===== config.mk =====
export PLATFORM = sky130hd
export DESIGN_NAME = multi_ones_counter_flat
export DESIGN_NICKNAME = d
export VERILOG_FILES = /design/src/rtl/multi_ones_counter_if.sv /design/src/rtl/multi_ones_counter.sv /design/src/flat_wrapper.sv
export SDC_FILE = /design/constraint.sdc
export NUM_CORES = 1
export LEC_CHECK = 0
export ABC_AREA = 1
export ABC_CLOCK_PERIOD_IN_PS = 2150
export CAP_MARGIN = 20
export CORE_AREA = 8 8 127 129
export DETAILED_ROUTE_END_ITERATION = 8
export DIE_AREA = 0 0 135 137
export PLACE_DENSITY_LB_ADDON = 0.3
export SYNTH_ARGS = -nofsm -noshare
export SYNTH_HDL_FRONTEND = slang
export SYNTH_SLANG_ARGS = --single-unit

===== constraint.sdc =====
create_clock -name clk -period 2.15 [get_ports clk]
set_input_delay 0.5375 -clock clk [delete_from_list [all_inputs] [get_ports clk]]
set_output_delay 0.5375 -clock clk [all_outputs]
set_load 0.005 [all_outputs]

===== src/rtl/multi_ones_counter_if.sv =====
// Handshake/control bundle for multi_ones_counter.
// `MULTI_ONES_COUNTER_OVERRUN_EN adds the sticky overrun flag.
interface multi_ones_counter_if #(
  parameter int unsigned NUM_CH      = 4,
  parameter int unsigned MAX_SAMPLES = 1650
);
  localparam int unsigned CW = $clog2(MAX_SAMPLES + 1);

  logic                   sample_en;
  logic [NUM_CH-1:0]      pulse;
  logic [CW-1:0]          win_len;
  logic                   continuous;
  logic                   start;
  logic                   stop;
  logic                   busy;
  logic [NUM_CH*CW-1:0]   ones;
  logic                   out_valid;
  logic                   out_ready;
`ifdef MULTI_ONES_COUNTER_OVERRUN_EN
  logic                   overrun;
`endif

  modport slave (
    input  sample_en, pulse, win_len, continuous, start, stop, out_ready,
    output busy, ones, out_valid
`ifdef MULTI_ONES_COUNTER_OVERRUN_EN
    , output overrun
`endif
  );

  modport master (
    output sample_en, pulse, win_len, continuous, start, stop, out_ready,
    input  busy, ones, out_valid
`ifdef MULTI_ONES_COUNTER_OVERRUN_EN
    , input overrun
`endif
  );
endinterface


===== src/rtl/multi_ones_counter.sv =====
// Counts '1' samples on NUM_CH pulse streams over a programmable window with valid/ready output.
// `MULTI_ONES_COUNTER_OVERRUN_EN adds a sticky overrun flag for overwritten unconsumed results.
module multi_ones_counter #(
  parameter int unsigned NUM_CH      = 4,
  parameter int unsigned MAX_SAMPLES = 1650
) (
  input logic                  clk,
  input logic                  rst_n,
  multi_ones_counter_if.slave  bus
);
  localparam int unsigned CW = $clog2(MAX_SAMPLES + 1);
  localparam logic [CW-1:0] MaxLen = CW'(MAX_SAMPLES);

  typedef enum logic [0:0] {StIdle, StCount} state_e;

  state_e               state_q, state_d;
  logic [CW-1:0]        len_q, len_d;
  logic                 cont_q, cont_d;
  logic [CW-1:0]        acc_q [NUM_CH];
  logic [CW-1:0]        acc_d [NUM_CH];
  logic [CW-1:0]        scnt_q, scnt_d;
  logic [NUM_CH*CW-1:0] ones_q, ones_d;
  logic                 valid_q, valid_d;
  logic                 start_ok;
  logic                 win_end;

  assign start_ok = (state_q == StIdle) && bus.start && (bus.win_len != '0);

  always_comb begin
    state_d = state_q;
    len_d   = len_q;
    cont_d  = cont_q;
    acc_d   = acc_q;
    scnt_d  = scnt_q;
    ones_d  = ones_q;
    valid_d = valid_q;
    win_end = 1'b0;

    if (valid_q && bus.out_ready) valid_d = 1'b0;

    unique case (state_q)
      StIdle: begin
        if (start_ok) begin
          len_d   = (bus.win_len > MaxLen) ? MaxLen : bus.win_len;
          cont_d  = bus.continuous;
          scnt_d  = '0;
          for (int i = 0; i < NUM_CH; i++) acc_d[i] = '0;
          state_d = StCount;
        end
      end
      StCount: begin
        if (bus.stop) begin
          // Abort wins over a coincident window end.
          scnt_d  = '0;
          for (int i = 0; i < NUM_CH; i++) acc_d[i] = '0;
          state_d = StIdle;
        end else if (bus.sample_en) begin
          if (scnt_q == len_q - CW'(1)) begin
            win_end = 1'b1;
            valid_d = 1'b1;
            scnt_d  = '0;
            for (int i = 0; i < NUM_CH; i++) begin
              ones_d[i*CW +: CW] = acc_q[i] + CW'(bus.pulse[i]);
              acc_d[i]           = '0;
            end
            if (!cont_q) state_d = StIdle;
          end else begin
            scnt_d = scnt_q + CW'(1);
            for (int i = 0; i < NUM_CH; i++) acc_d[i] = acc_q[i] + CW'(bus.pulse[i]);
          end
        end
      end
      default: state_d = StIdle;
    endcase
  end

  always_ff @(posedge clk or negedge rst_n) begin
    if (!rst_n) begin
      state_q <= StIdle;
      len_q   <= '0;
      cont_q  <= 1'b0;
      scnt_q  <= '0;
      ones_q  <= '0;
      valid_q <= 1'b0;
      for (int i = 0; i < NUM_CH; i++) acc_q[i] <= '0;
    end else begin
      state_q <= state_d;
      len_q   <= len_d;
      cont_q  <= cont_d;
      scnt_q  <= scnt_d;
      ones_q  <= ones_d;
      valid_q <= valid_d;
      for (int i = 0; i < NUM_CH; i++) acc_q[i] <= acc_d[i];
    end
  end

`ifdef MULTI_ONES_COUNTER_OVERRUN_EN
  logic ovr_q, ovr_d;

  always_comb begin
    ovr_d = ovr_q;
    if (start_ok) ovr_d = 1'b0;
    if (win_end && valid_q && !bus.out_ready) ovr_d = 1'b1;
  end

  always_ff @(posedge clk or negedge rst_n) begin
    if (!rst_n) ovr_q <= 1'b0;
    else        ovr_q <= ovr_d;
  end

  assign bus.overrun = ovr_q;
`endif

  assign bus.busy      = (state_q == StCount);
  assign bus.ones      = ones_q;
  assign bus.out_valid = valid_q;
endmodule


===== src/flat_wrapper.sv =====
// flat-port wrapper written by rule: the top's interface ports become plain ports
module multi_ones_counter_flat 
#(
  parameter int unsigned NUM_CH      = 4,
  parameter int unsigned MAX_SAMPLES = 1650
)
  (clk, rst_n, bus_sample_en, bus_pulse, bus_win_len, bus_continuous, bus_start, bus_stop, bus_out_ready, bus_busy, bus_ones, bus_out_valid);
  multi_ones_counter_if #(.NUM_CH(NUM_CH), .MAX_SAMPLES(MAX_SAMPLES)) bus_i ();
  input logic clk;
  input logic rst_n;
  input wire logic [$bits(bus_i.sample_en)-1:0] bus_sample_en;
  input wire logic [$bits(bus_i.pulse)-1:0] bus_pulse;
  input wire logic [$bits(bus_i.win_len)-1:0] bus_win_len;
  input wire logic [$bits(bus_i.continuous)-1:0] bus_continuous;
  input wire logic [$bits(bus_i.start)-1:0] bus_start;
  input wire logic [$bits(bus_i.stop)-1:0] bus_stop;
  input wire logic [$bits(bus_i.out_ready)-1:0] bus_out_ready;
  output wire logic [$bits(bus_i.busy)-1:0] bus_busy;
  output wire logic [$bits(bus_i.ones)-1:0] bus_ones;
  output wire logic [$bits(bus_i.out_valid)-1:0] bus_out_valid;
  assign bus_i.sample_en = bus_sample_en;
  assign bus_i.pulse = bus_pulse;
  assign bus_i.win_len = bus_win_len;
  assign bus_i.continuous = bus_continuous;
  assign bus_i.start = bus_start;
  assign bus_i.stop = bus_stop;
  assign bus_i.out_ready = bus_out_ready;
  assign bus_busy = bus_i.busy;
  assign bus_ones = bus_i.ones;
  assign bus_out_valid = bus_i.out_valid;
  multi_ones_counter #(.NUM_CH(NUM_CH), .MAX_SAMPLES(MAX_SAMPLES)) u_core (.clk(clk), .rst_n(rst_n), .bus(bus_i));
endmodule

==> flow_summary.yaml <==
status:
  outcome: "completed"
worst_setup_path:
  rrSetupSlack_ns: 0.08
  crit_slowest_cell: "dfrtp_1"
  r2r_end: "u_core.bus.ones[26]"
  crit_top_cell: "nand2_2"
  worst-path-max-fanout: 6
  critPathBufInv: 4
  crit_path_end_kind: "register"
  crit_path_start_kind: "register"
  crit_type: "reg -> reg"
  crit_arrival_ns: 2.43
  reg2regPathDepth: 16
  max_stage_delay_ns: 0.39
  rr_startpoint: "u_core.len_q[0]"
  critPathRequiredTime_ns: 2.51
  cp.depth: 16
  worstPathCellList: "inv_2 > ha_4 > nand2_4 > nor2_4 > inv_2 > nand2_2 > nand2_1 > nand2_1 > nand2_2 > nor2_4 > nand3_4 > buf_12 > nor2_4 > buf_6 > nand2_2 > nand2_2"
  cp_top_family: "simple AND/OR/NAND/NOR gates"
synth:
  yosys_warnings: 0
  syn_area_um2: 5800
  synth_fa_ha_area_share_pct: 2.16
  synth_compound_area_share_pct: 10.9
  synth_simple_gate_area_share_pct: 26.0
  synth_seq_area_share_pct: 48.7
  syn_area_per_cell_um2: 8.39
  synth_seq_cells: 113
  netlist-cell-type-count: 33
  muxShareOfSynthArea_pct: 0
  synthXorXnorAreaFrac_pct: 5.58
  synth_top_family_by_area: "simple AND/OR/NAND/NOR gates"
  ys_top_cells_by_area: "dfrtp_1 (49%), nand2_1 (14%), xor2_1 (4.2%), nand3_1 (4.1%), o21ai_0 (3.8%)"
  synth_fp_nets: 724
  synth_top_area_share_pct: 48.7
  syn_inst: 692
  synth_top_area_cell: "dfrtp_1"
clock_tree:
  clock_path_buffers: 2
  postCtsHoldBufs: 0
  htreeDepth: 4
  clock_latency_ns: 0.42
  cts_tree: "built"
  root_buffer: "clkbuf_16"
  cts_buffers: 17
  cts_sinks: 113
  clk_pin_slew_worst_paths_ns: 0.05
cells_and_area:
  final_common_cell: "nand2_1"
  drive_gt1_share_pct: 17.8
  syn_to_final_growth_pct: 32.8
  num_antenna_cells: 0
  nNetsFinal: 840
  layout_common_cells: "nand2_1 (207), dfrtp_1 (113), clkdlybuf4s50_1 (66)"
sta:
  slew_headroom_pct: 69.6
  max_freq_mhz: 484
  drv_slew: 0
  fin_crit_ns: 2.07
  tightestPinTransition_ns: 0.456
  finalHoldViolCount: 0
  setup_tns_ns: 0
  holdWs_ns: 0.0668
  finalCritPeriodShare_pct: 96.1
  rsz0062_at_grt: "true"
  skew_ns: 0.00884
  setup_viol: 0
grt:
  grt_antenna_before_repair: 0
  grt_max_degree: 37
  grtUsageTotal_pct: 16.4
  grt_pass1_wl_um: 24100
  grt_pass1_vias: 5021
  grt.overflow.total: 0
die:
  die_area_um2: 18500
  die_y_um: 137
  placementRows: 44
  initial_utilization_pct: 40.9
  die_w_um: 135
  coreArea_um2: 14200
  io_pins: 68
placed_design:
  dp_hpwl_um: 10200
  gp_congestion: 0.868
  io_buffers: 67
drt:
  wl_met1_um: 6270
  met2_length_um: 6990
  num_vias: 5009
  drtAntennaViolNets: 0
  wl_met3_um: 756
  wl_per_cell_um: 14.2
  drc_errors: 0
  drt_iter0_markers: 223
  first_pass_iters: 5
  top_layer: "met4"
  wirelength_um: 14200
  vias_per_cell: 4.98
worst_hold_path:
  hold_class: "in -> async"
pwr:
  power_density_nw_per_um2: 785
  peakVddDrop_uv: 550
  p_total_mw: 6.05
  leakagePower_nw: 3.45
job:
  drv.max_cap_violation_count: 0
-- layer usage --
layer  up-vias  global-route usage (%)
met5         -                       0
met4         0                    6.42
met3        20                    4.74
met2       112                    27.4
met1      2395                    19.4
li1       2482                       -
-- final cells by class --
| cell class | instances | area, µm² |
|---|---|---|
| timing repair buffer | 120 | 1170 |
| tap | 184 | 230 |
| clock buffer | 20 | 467 |
| fill | 1287 | 6490 |
| inverter | 57 | 214 |
| multi-input combinational | 499 | 2670 |
| sequential | 113 | 2830 |
| clock inverter | 12 | 131 |
-- where the power goes --
| part | switching, mW | total, mW | internal (mW) | leakage [nW] |
|---|---|---|---|---|
| clock network | 1.01 | 2.81 | 1.80 | 0.285 |
| registers | 0.0822 | 2.30 | 2.21 | 1.55 |
| logic | 0.565 | 0.944 | 0.379 | 1.62 |
-- flip-flops by register name, indices dropped and copies added, names as in the netlist --
register              count
u_core.acc_q             44
u_core.bus.busy           1
u_core.bus.ones          44
u_core.bus.out_valid      1
u_core.cont_q             1
u_core.len_q             11
u_core.scnt_q            11
-- cells by family (layout without fill, tap and decap cells) --
family | count (synthesis) | count (layout)
buffers and inverters | 80 | 209
AOI/OAI and AO/OA | 111 | 111
xor gates and xnor gates | 37 | 37
DFF | 113 | 113
adders and majority gates | 10 | 10
and+or+nand+nor | 341 | 341
-- worst max path at each step --
stage / endpoint / startpoint / slack [ns]
floorplan: u_core.bus.ones[32] / u_core.len_q[0] / 0.18
global placement: u_core.acc_q[32] / bus_pulse[1] / -0.28
detailed placement: u_core.acc_q[32] / bus_pulse[1] / -0.36
CTS: u_core.bus.ones[14] / u_core.len_q[0] / 0.01
global route: u_core.bus.ones[14] / u_core.len_q[1] / -0.06
finish: u_core.bus.ones[26] / u_core.len_q[0] / 0.08
-- metrics by stage --
stage               util, %  area (µm²)  setup slack [ns]  std cells
detailed placement     49.1        6980            -0.364        966
CTS                    53.6        7610            0.0126       1000
global route           54.3        7710           -0.0647       1005
floorplan                 -        5800             0.182        692
global placement       49.1        6980            -0.276        966
finish                 54.3        7710            0.0843       1005
-- Yosys cell counts (all sizes together) --
cell type and number:
nand2 217, dfrtp 113, o21ai 98, inv 57, nand3 50, nor2 43, xor2 28, buf 17
a21oi 11, nand4 11, ha 10, xnor2 9, nor3 8, clkbuf 6, nand3b 6, nor3b 3
or2 2, nor4 1, o22ai 1, o31ai 1
-- timing repair --
action,CTS,global route
gates resized for setup,4,20
setup endpoints to repair,50,89
pin swaps,3,15
setup buffers,2,5
Power figures use the tool's default switching activity.
